`config.mk`:
```
export PLATFORM = sky130hd
export DESIGN_NAME = pc_sequencer_flat
export DESIGN_NICKNAME = d
export VERILOG_FILES = /design/src/rtl/pc_sequencer_if.sv /design/src/rtl/pc_sequencer.sv /design/src/flat_wrapper.sv
export SDC_FILE = /design/constraint.sdc
export NUM_CORES = 1
export LEC_CHECK = 0
export CAP_MARGIN = 20
export CELL_PAD_IN_SITES_DETAIL_PLACEMENT = 0
export CELL_PAD_IN_SITES_GLOBAL_PLACEMENT = 2
export CORE_MARGIN = 2
export CORE_UTILIZATION = 25
export DETAILED_ROUTE_END_ITERATION = 10
export HOLD_SLACK_MARGIN = 0.06
export PLACE_DENSITY_LB_ADDON = 0.2
export SLEW_MARGIN = 20
export SYNTH_ARGS = -nofsm -noshare
export SYNTH_HDL_FRONTEND = slang
export SYNTH_SLANG_ARGS = --single-unit
```
`constraint.sdc`:
```
create_clock -name Clk -period 1.4 [get_ports Clk]
set_clock_uncertainty 0.05 [all_clocks]
set_input_delay 0.35 -clock Clk [delete_from_list [all_inputs] [get_ports Clk]]
set_output_delay 0.35 -clock Clk [all_outputs]
set_load 0.1 [all_outputs]
```
`src/rtl/pc_sequencer_if.sv`:
```
// Bundle between the hazard/branch units (master) and the next-PC sequencer (slave).
// The BranchRel/BranchOffset members exist only when PC_SEQ_REL_BRANCH_EN is defined.
interface pc_sequencer_if;
    logic        Stall;
    logic        JumpEn;
    logic [31:0] JumpAddr;
    logic        BranchTaken;
    logic [31:0] BranchTarget;
`ifdef PC_SEQ_REL_BRANCH_EN
    logic        BranchRel;
    logic [31:0] BranchOffset;
`endif
    logic [31:0] PCIn;
    logic [1:0]  PCSignal;
    logic        FlushOut;
    logic        RedirPending;

    modport master (
`ifdef PC_SEQ_REL_BRANCH_EN
        output BranchRel, BranchOffset,
`endif
        output Stall, JumpEn, JumpAddr, BranchTaken, BranchTarget,
        input  PCIn, PCSignal, FlushOut, RedirPending
    );

    modport slave (
`ifdef PC_SEQ_REL_BRANCH_EN
        input  BranchRel, BranchOffset,
`endif
        input  Stall, JumpEn, JumpAddr, BranchTaken, BranchTarget,
        output PCIn, PCSignal, FlushOut, RedirPending
    );
endinterface

```
`src/rtl/pc_sequencer.sv`:
```
// Fetch-stage next-PC controller: drives data/mode of the PC accumulate register and the IF/ID flush.
// Define PC_SEQ_REL_BRANCH_EN to add PC-relative branches (add/subtract modes).
module pc_sequencer #(
    parameter logic [31:0] RESET_VECTOR = 32'h0000_0000,
    parameter logic [31:0] PC_INC       = 32'd4,
    parameter int          FLUSH_CYCLES = 2
) (
    input logic           Clk,
    input logic           Reset,
    pc_sequencer_if.slave bus
);

    typedef enum logic [1:0] { BOOT, RUN, HOLD } state_t;

    localparam logic [1:0] MODE_LOAD  = 2'b00;
    localparam logic [1:0] MODE_ADD   = 2'b01;
`ifdef PC_SEQ_REL_BRANCH_EN
    localparam logic [1:0] MODE_SUB   = 2'b10;
`endif
    localparam logic [1:0] MODE_HOLD  = 2'b11;
    localparam logic [2:0] FLUSH_LOAD = 3'(FLUSH_CYCLES);

    state_t      state, state_next;
    logic [31:0] pc_in_q, pc_in_d;
    logic [1:0]  pc_sig_q, pc_sig_d;
    logic        flush_q, flush_d;
    logic [2:0]  flush_cnt, flush_cnt_d;
    logic        pend_valid;
    logic [31:0] pend_target;
    logic        redir_req, issue, capture, release_pend;
    logic [31:0] req_target, sel_target, redir_pc;
    logic [1:0]  redir_sig;
`ifdef PC_SEQ_REL_BRANCH_EN
    logic        req_rel, pend_rel, sel_rel;
`endif

    assign redir_req = bus.JumpEn | bus.BranchTaken;

    // A jump always beats a branch; a relative branch carries its offset in the target slot.
    always_comb begin
        req_target = bus.JumpEn ? bus.JumpAddr : bus.BranchTarget;
`ifdef PC_SEQ_REL_BRANCH_EN
        req_rel = ~bus.JumpEn & bus.BranchTaken & bus.BranchRel;
        if (req_rel)
            req_target = bus.BranchOffset;
`endif
    end

    always_comb begin
        sel_target = (state == HOLD) ? pend_target : req_target;
        redir_pc   = sel_target;
        redir_sig  = MODE_LOAD;
`ifdef PC_SEQ_REL_BRANCH_EN
        sel_rel = (state == HOLD) ? pend_rel : req_rel;
        if (sel_rel) begin
            if (sel_target[31]) begin
                redir_pc  = -sel_target;
                redir_sig = MODE_SUB;
            end else begin
                redir_sig = MODE_ADD;
            end
        end
`endif
    end

    always_ff @(posedge Clk) begin
        if (Reset)
            state <= BOOT;
        else
            state <= state_next;
    end

    always_comb begin
        state_next = state;
        case (state)
            BOOT:    state_next = RUN;
            RUN:     if (redir_req && bus.Stall) state_next = HOLD;
            HOLD:    if (!bus.Stall) state_next = RUN;
            default: state_next = BOOT;
        endcase
    end

    // While HOLD, new redirects are ignored: the older instruction already owns the pending slot.
    always_comb begin
        pc_in_d      = '0;
        pc_sig_d     = MODE_HOLD;
        issue        = 1'b0;
        capture      = 1'b0;
        release_pend = 1'b0;
        case (state)
            BOOT: begin
                pc_in_d  = RESET_VECTOR;
                pc_sig_d = MODE_LOAD;
            end
            RUN: begin
                if (redir_req && bus.Stall) begin
                    capture = 1'b1;
                end else if (redir_req) begin
                    issue = 1'b1;
                end else if (!bus.Stall) begin
                    pc_in_d  = PC_INC;
                    pc_sig_d = MODE_ADD;
                end
            end
            HOLD: begin
                if (!bus.Stall) begin
                    issue        = 1'b1;
                    release_pend = 1'b1;
                end
            end
            default: ;
        endcase
        if (issue) begin
            pc_in_d  = redir_pc;
            pc_sig_d = redir_sig;
        end
        flush_cnt_d = '0;
        if (issue)
            flush_cnt_d = FLUSH_LOAD;
        else if (flush_cnt != '0)
            flush_cnt_d = flush_cnt - 3'd1;
        flush_d = (state == BOOT) || (flush_cnt_d != '0);
    end

    always_ff @(posedge Clk) begin
        if (Reset) begin
            pc_in_q     <= '0;
            pc_sig_q    <= MODE_HOLD;
            flush_q     <= 1'b1;
            flush_cnt   <= '0;
            pend_valid  <= 1'b0;
            pend_target <= '0;
`ifdef PC_SEQ_REL_BRANCH_EN
            pend_rel    <= 1'b0;
`endif
        end else begin
            pc_in_q   <= pc_in_d;
            pc_sig_q  <= pc_sig_d;
            flush_q   <= flush_d;
            flush_cnt <= flush_cnt_d;
            if (capture) begin
                pend_valid  <= 1'b1;
                pend_target <= req_target;
`ifdef PC_SEQ_REL_BRANCH_EN
                pend_rel    <= req_rel;
`endif
            end else if (release_pend) begin
                pend_valid <= 1'b0;
            end
        end
    end

    assign bus.PCIn         = pc_in_q;
    assign bus.PCSignal     = pc_sig_q;
    assign bus.FlushOut     = flush_q;
    assign bus.RedirPending = pend_valid;

endmodule
```
`src/flat_wrapper.sv`:
```
// flat-port wrapper written by rule: the top's interface ports become plain ports
module pc_sequencer_flat 
#(
    parameter logic [31:0] RESET_VECTOR = 32'h0000_0000,
    parameter logic [31:0] PC_INC       = 32'd4,
    parameter int          FLUSH_CYCLES = 2
)
  (Clk, Reset, bus_Stall, bus_JumpEn, bus_JumpAddr, bus_BranchTaken, bus_BranchTarget, bus_PCIn, bus_PCSignal, bus_FlushOut, bus_RedirPending);
  pc_sequencer_if bus_i ();
  input logic Clk;
  input logic Reset;
  input wire logic [$bits(bus_i.Stall)-1:0] bus_Stall;
  input wire logic [$bits(bus_i.JumpEn)-1:0] bus_JumpEn;
  input wire logic [$bits(bus_i.JumpAddr)-1:0] bus_JumpAddr;
  input wire logic [$bits(bus_i.BranchTaken)-1:0] bus_BranchTaken;
  input wire logic [$bits(bus_i.BranchTarget)-1:0] bus_BranchTarget;
  output wire logic [$bits(bus_i.PCIn)-1:0] bus_PCIn;
  output wire logic [$bits(bus_i.PCSignal)-1:0] bus_PCSignal;
  output wire logic [$bits(bus_i.FlushOut)-1:0] bus_FlushOut;
  output wire logic [$bits(bus_i.RedirPending)-1:0] bus_RedirPending;
  assign bus_i.Stall = bus_Stall;
  assign bus_i.JumpEn = bus_JumpEn;
  assign bus_i.JumpAddr = bus_JumpAddr;
  assign bus_i.BranchTaken = bus_BranchTaken;
  assign bus_i.BranchTarget = bus_BranchTarget;
  assign bus_PCIn = bus_i.PCIn;
  assign bus_PCSignal = bus_i.PCSignal;
  assign bus_FlushOut = bus_i.FlushOut;
  assign bus_RedirPending = bus_i.RedirPending;
  pc_sequencer #(.RESET_VECTOR(RESET_VECTOR), .PC_INC(PC_INC), .FLUSH_CYCLES(FLUSH_CYCLES)) u_core (.Clk(Clk), .Reset(Reset), .bus(bus_i));
endmodule
```
==> metrics.yaml, run 1 <==
synth.avg_cell_area_sq_um: 10.2
final_cells: 608
cp_cell_sequence: "inv_4, ha_4, nor2b_4, o211ai_4, buf_12, buf_12, o2bb2ai_4"
hold_class: "input pin to flop"
synthesis.nets: 377
crit_required_ns: 1.61
setup_viol: 64
slowest_delay_ns: 0.36
synth_seq_cells: 73
grt_pass1_vias: 2637
clk_path_buf_depth: 2
dp_hpwl_mm: 5.67
synth_commonest_cells: "dfxtp_1 (73), nor2_1 (58), mux2i_1 (55)"
arrival_ns: 1.71
synth-main-ff-cell: "dfxtp_1"
slew_headroom_pct: 79.4
p_leak_nw: 2.26
period_minus_slack_ns: 1.50
setup_ws_ns: -0.100
grt_pass1_wl_mm: 13.3
grt_max_degree: 21
ant_nets: 0
cp-end-kind: "flop"
cp_top_family: "flip-flops"
fp.dieW_microns: 115
yosysMostFrequentCell: "dfxtp_1"
grt_antenna_before_repair: 0
synth.top_cell.area_share_pct: 47.1
drv_cap: 0
design.core.area_sq_um: 12100
synth_area_leaders: "dfxtp_1 (47%), mux2i_1 (18%), mux2_2 (11%)"
grt_usage_pct: 12.9
gp_congestion: 0.709
drt_wl_total_mm: 8.55
vias: 2604
cts_made_buffers: 9
io_buffers: 104
fin_crit_sh_pct: 107
cp_common_cell: "buf_12"
drive_above_1_share_pct: 36.1
status: "finished, violations left"
synthDistinctLibCells: 29
syn_area_sq_um: 3110
power.density_nw_per_um2: 1460
drtIter0Drc: 67
root_buffer: "clkbuf_16"
vias_per_cell: 4.28
synth-async-reset-ratio_pct: 0
synth_largest_area_cell: "dfxtp_1"
worstMarginPinSlew_ns: 0.301
drc: 0
die_area_sq_um: 13300
cts.sinks: 73
crit_type: "flop to flop"
clk_pin_slew_ns: 0.06
cp_max_fo: 7
cp-start-kind: "flop"
io_pins: 105
fmax_mhz: 667
synth_edf_count: 0
wl_per_cell_microns: 14.1
rsz0062_at_grt: "yes"
crit_buf_inv: 3
start_util_pct: 25.7
drv_slew: 0
syn2layout_area_growth_pct: 79.8
cts_tree: "done"
die_h_microns: 115
insertion_delay_ns: 0.33
violations: "negative setup slack"
fin_util_pct: 46.3
finalHoldViolCount: 0
hold_slack_ns: 0.299
tns_ns: -3.67
first_pass_iters: 4
ctsHtreeMaxLevel: 3
synth.yosys.seq_area_share_pct: 47.1
cts_hold_buf: 0
ys_warn_count: 0
overflow: 0
syn_inst: 303
antenna_cells: 0
ir_worst_vdd_v: 0.000564
rows: 40
place_inst: 580
cp_slowest_cell: "dfxtp_2"
nets: 509
-- per-stage QoR --
step           worst slack [ns]  cell area (sq um)  power (mW)
4_1_cts                 -0.0912               5460        8.12
5_1_grt                  -0.147               5580        8.54
2_1_floorplan           -0.0207               3150        4.23
6_report                 -0.100               5580        8.18
3_3_place_gp             -0.389               4850        5.28
3_5_place_dp             -0.453               4850        5.31
-- per-layer routing --
metal	GRT usage [%]	part of all wire [%]	up-vias
met2	21.5	48	75
met4	4.34	1.3	0
met1	16.1	44	1221
met5	0	0	-
met3	3.45	6.4	12
li1	-	-	1296
-- layout make-up --
cell class                 count  area [sq um]
clock buffer                  11           243
clock inverter                 5          63.8
fill                        1153          6480
inverter                       5          28.8
multi-input combinational    205          1660
sequential                    73          1470
tap                          168           210
timing repair buffer         141          1910
-- cell families (layout without fill, tap and decap cells) --
logic type | after synthesis | in the layout | share of synthesized area [%]
flops | 73 | 73 | 47.1
mux | 85 | 85 | 28.6
compound gates | 27 | 27 | 5.92
buf+inv | 25 | 162 | 4.87
fa+ha+maj | 5 | 5 | 2.01
simple gates | 88 | 88 | 11.5
-- timing repair --
item                       in CTS  in global routing
setup endpoints to repair      71                 72
buffers inserted                3                  2
cloned                          4                  3
resized for setup              42                 11
pin swaps                       4                  0
-- sequential cells by signal, indices dropped and copies added (netlist names) --
| signal | flops |
|---|---|
| u_core.bus.RedirPending | 1 |
| u_core.flush_cnt | 3 |
| u_core.bus.PCSignal | 2 |
| u_core.pend_target | 32 |
| u_core.bus.PCIn | 32 |
| u_core.state | 2 |
| u_core.bus.FlushOut | 1 |
-- layout by cell type (no fill, tap or decap), drive strengths merged --
cell,netlist,layout
a211o,1,1
a211oi,3,3
a21oi,10,10
a22oi,1,1
a31oi,1,1
buf,14,72
bufinv,0,1
clkbuf,6,14
clkdlybuf4s50,0,64
clkinv,0,2
clkinvlp,0,1
dfxtp,73,73
dlygate4sd2,0,2
ha,5,5
inv,5,6
mux2,30,30
mux2i,55,55
nand2,24,24
nand2b,1,1
nand4,1,1
nor2,58,58
nor2b,1,1
nor4,1,1
nor4b,1,1
o211a,1,1
o211ai,1,1
o21a,3,3
o21ai,5,5
o2bb2ai,1,1
or4b,1,1
-- where the power goes --
| group | switching, mW | total (mW) | internal (mW) | leakage [nW] |
|---|---|---|---|---|
| registers | 0.166 | 2.49 | 2.32 | 0.593 |
| clock network | 0.940 | 2.38 | 1.44 | 0.146 |
| logic | 1.70 | 3.30 | 1.60 | 1.52 |
-- worst paths after layout --
kind	start	end	slack (ns)	cells past startpoint
worst max-delay path	u_core.state[1]	u_core.bus.PCIn[2]	-0.1	7
worst min-delay path	Reset	u_core.flush_cnt[2]	0.30	2
worst max register to register	u_core.state[1]	u_core.bus.PCIn[2]	-0.1	7
worst min register to register	u_core.flush_cnt[0]	u_core.flush_cnt[0]	0.41	1
No activity file was read; power rests on OpenSTA's default activity.
==> inputs of run 2 (changes only) <==
Settings changed: RECOVER_POWER from default to 100.
==> run 2 against run 1 <==
The flow still finishes with violations (negative setup slack); final cell count unchanged; first-iteration DRC count down 9.0%; critical path type unchanged; highest routed layer unchanged; via count unchanged; worst setup slack about the same.
==> metrics.yaml, run 2 (synthesis gave the netlist of run 1 again) <==
status: "finished, violations left"
violations: "negative setup slack"
grt_pass1_vias: 2637
setup_viol: 64
rows: 40
clk_pin_slew_ns: 0.06
io_buffers: 104
register_area_sq_um: 1470
setup_ws_ns: -0.100
ir_worst_vdd_v: 0.000563
insertion_delay_ns: 0.33
cp_max_fo: 7
nets: 509
p_leak_nw: 2.16
crit_type: "flop to flop"
cp_common_cell: "buf_12"
fp.dieW_microns: 115
cp_top_family: "flip-flops"
rsz0062_at_grt: "yes"
wl_per_cell_microns: 14.2
worstMarginPinSlew_ns: 0.301
root_buffer: "clkbuf_16"
fin_crit_sh_pct: 107
ctsHtreeMaxLevel: 3
drive_above_1_share_pct: 36.1
design.core.area_sq_um: 12100
arrival_ns: 1.71
fin_util_pct: 42.7
cts_tree: "done"
start_util_pct: 25.7
fmax_mhz: 667
finalHoldViolCount: 0
dp_hpwl_mm: 5.67
drt_wl_total_mm: 8.66
antenna_cells: 0
cts_made_buffers: 9
drc: 0
final_cell_mix: "dfxtp_1 (71), clkdlybuf4s50_1 (64), nor2_1 (53)"
multiInputGateArea_sq_um: 1660
syn2layout_area_growth_pct: 66.0
nFillCells: 1201
hold_class: "input pin to flop"
vias: 2604
p_total_mw: 7.91
period_minus_slack_ns: 1.50
vias_per_cell: 4.28
final_common_cell: "dfxtp_1"
drv_slew: 0
overflow: 0
grt_usage_pct: 12.9
gp_congestion: 0.709
slowest_delay_ns: 0.36
io_pins: 105
first_pass_iters: 4
cp-end-kind: "flop"
cp_slowest_cell: "dfxtp_2"
clk_path_buf_depth: 2
power.density_nw_per_um2: 1530
grt_max_degree: 21
dpl_worst_slack_ns: -0.453
slew_headroom_pct: 79.4
grt_antenna_before_repair: 0
cp_cell_sequence: "inv_4, ha_4, nor2b_4, o211ai_4, buf_12, buf_12, o2bb2ai_4"
cp-start-kind: "flop"
crit_required_ns: 1.61
cts.sinks: 73
drv_cap: 0
die_area_sq_um: 13300
ant_nets: 0
grt_pass1_wl_mm: 13.3
die_h_microns: 115
drtIter0Drc: 61
crit_buf_inv: 3
run 2: cell counts in the layout (fill, tap and decap cells not counted):
No cell type changed its count.
run 2: worst paths after layout:
path	startpoint	to	slack [ns]	cells after the start
max reg2reg	u_core.state[1]	u_core.bus.PCIn[2]	-0.10	7
max	u_core.state[1]	u_core.bus.PCIn[2]	-0.10	7
min	Reset	u_core.flush_cnt[2]	0.30	2
min reg2reg	u_core.flush_cnt[0]	u_core.flush_cnt[0]	0.41	1
run 2: layout make-up:
class	instances	area share, %
inverter	5	0.558
tap	168	4.08
sequential	73	28.4
timing repair buffer	141	28.8
multi-input combinational	205	32.2
clock inverter	5	1.24
clock buffer	11	4.71
run 2: timing repair:
action	4_1_cts	5_1_grt
gates cloned	4	3
resized for setup	42	11
hold buffers	0	0
setup buffers	3	2
setup endpoints to repair	71	72
pin swaps	4	0
run 2: where the power goes:
part | switching [mW] | internal, mW | total, mW | leakage, nW
Combinational | 1.70 | 1.39 | 3.09 | 1.42
Sequential | 0.120 | 2.32 | 2.44 | 0.593
Clock | 0.937 | 1.44 | 2.38 | 0.146
run 2: per-stage QoR:
step | setup TNS, ns | cells | instance area (sq um) | hold WS (ns)
after CTS | -2.49 | 603 | 5460 | 0.291
final | -3.64 | 608 | 5160 | 0.299
after global routing | -7.47 | 608 | 5160 | 0.331
after global placement | -24.48 | 580 | 4850 | 0.383
after detailed placement | -27.00 | 580 | 4850 | 0.391
after floorplan | -0.457 | 303 | 3150 | 0.375
run 2: metal layers:
metal / share of wire, % / vias to the layer above / track usage [%]
met1: 44 / 1220 / 16.1
met5: 0 / - / 0
met2: 48 / 77 / 21.5
li1: - / 1295 / -
met3: 6.6 / 12 / 3.45
met4: 1.2 / 0 / 4.34
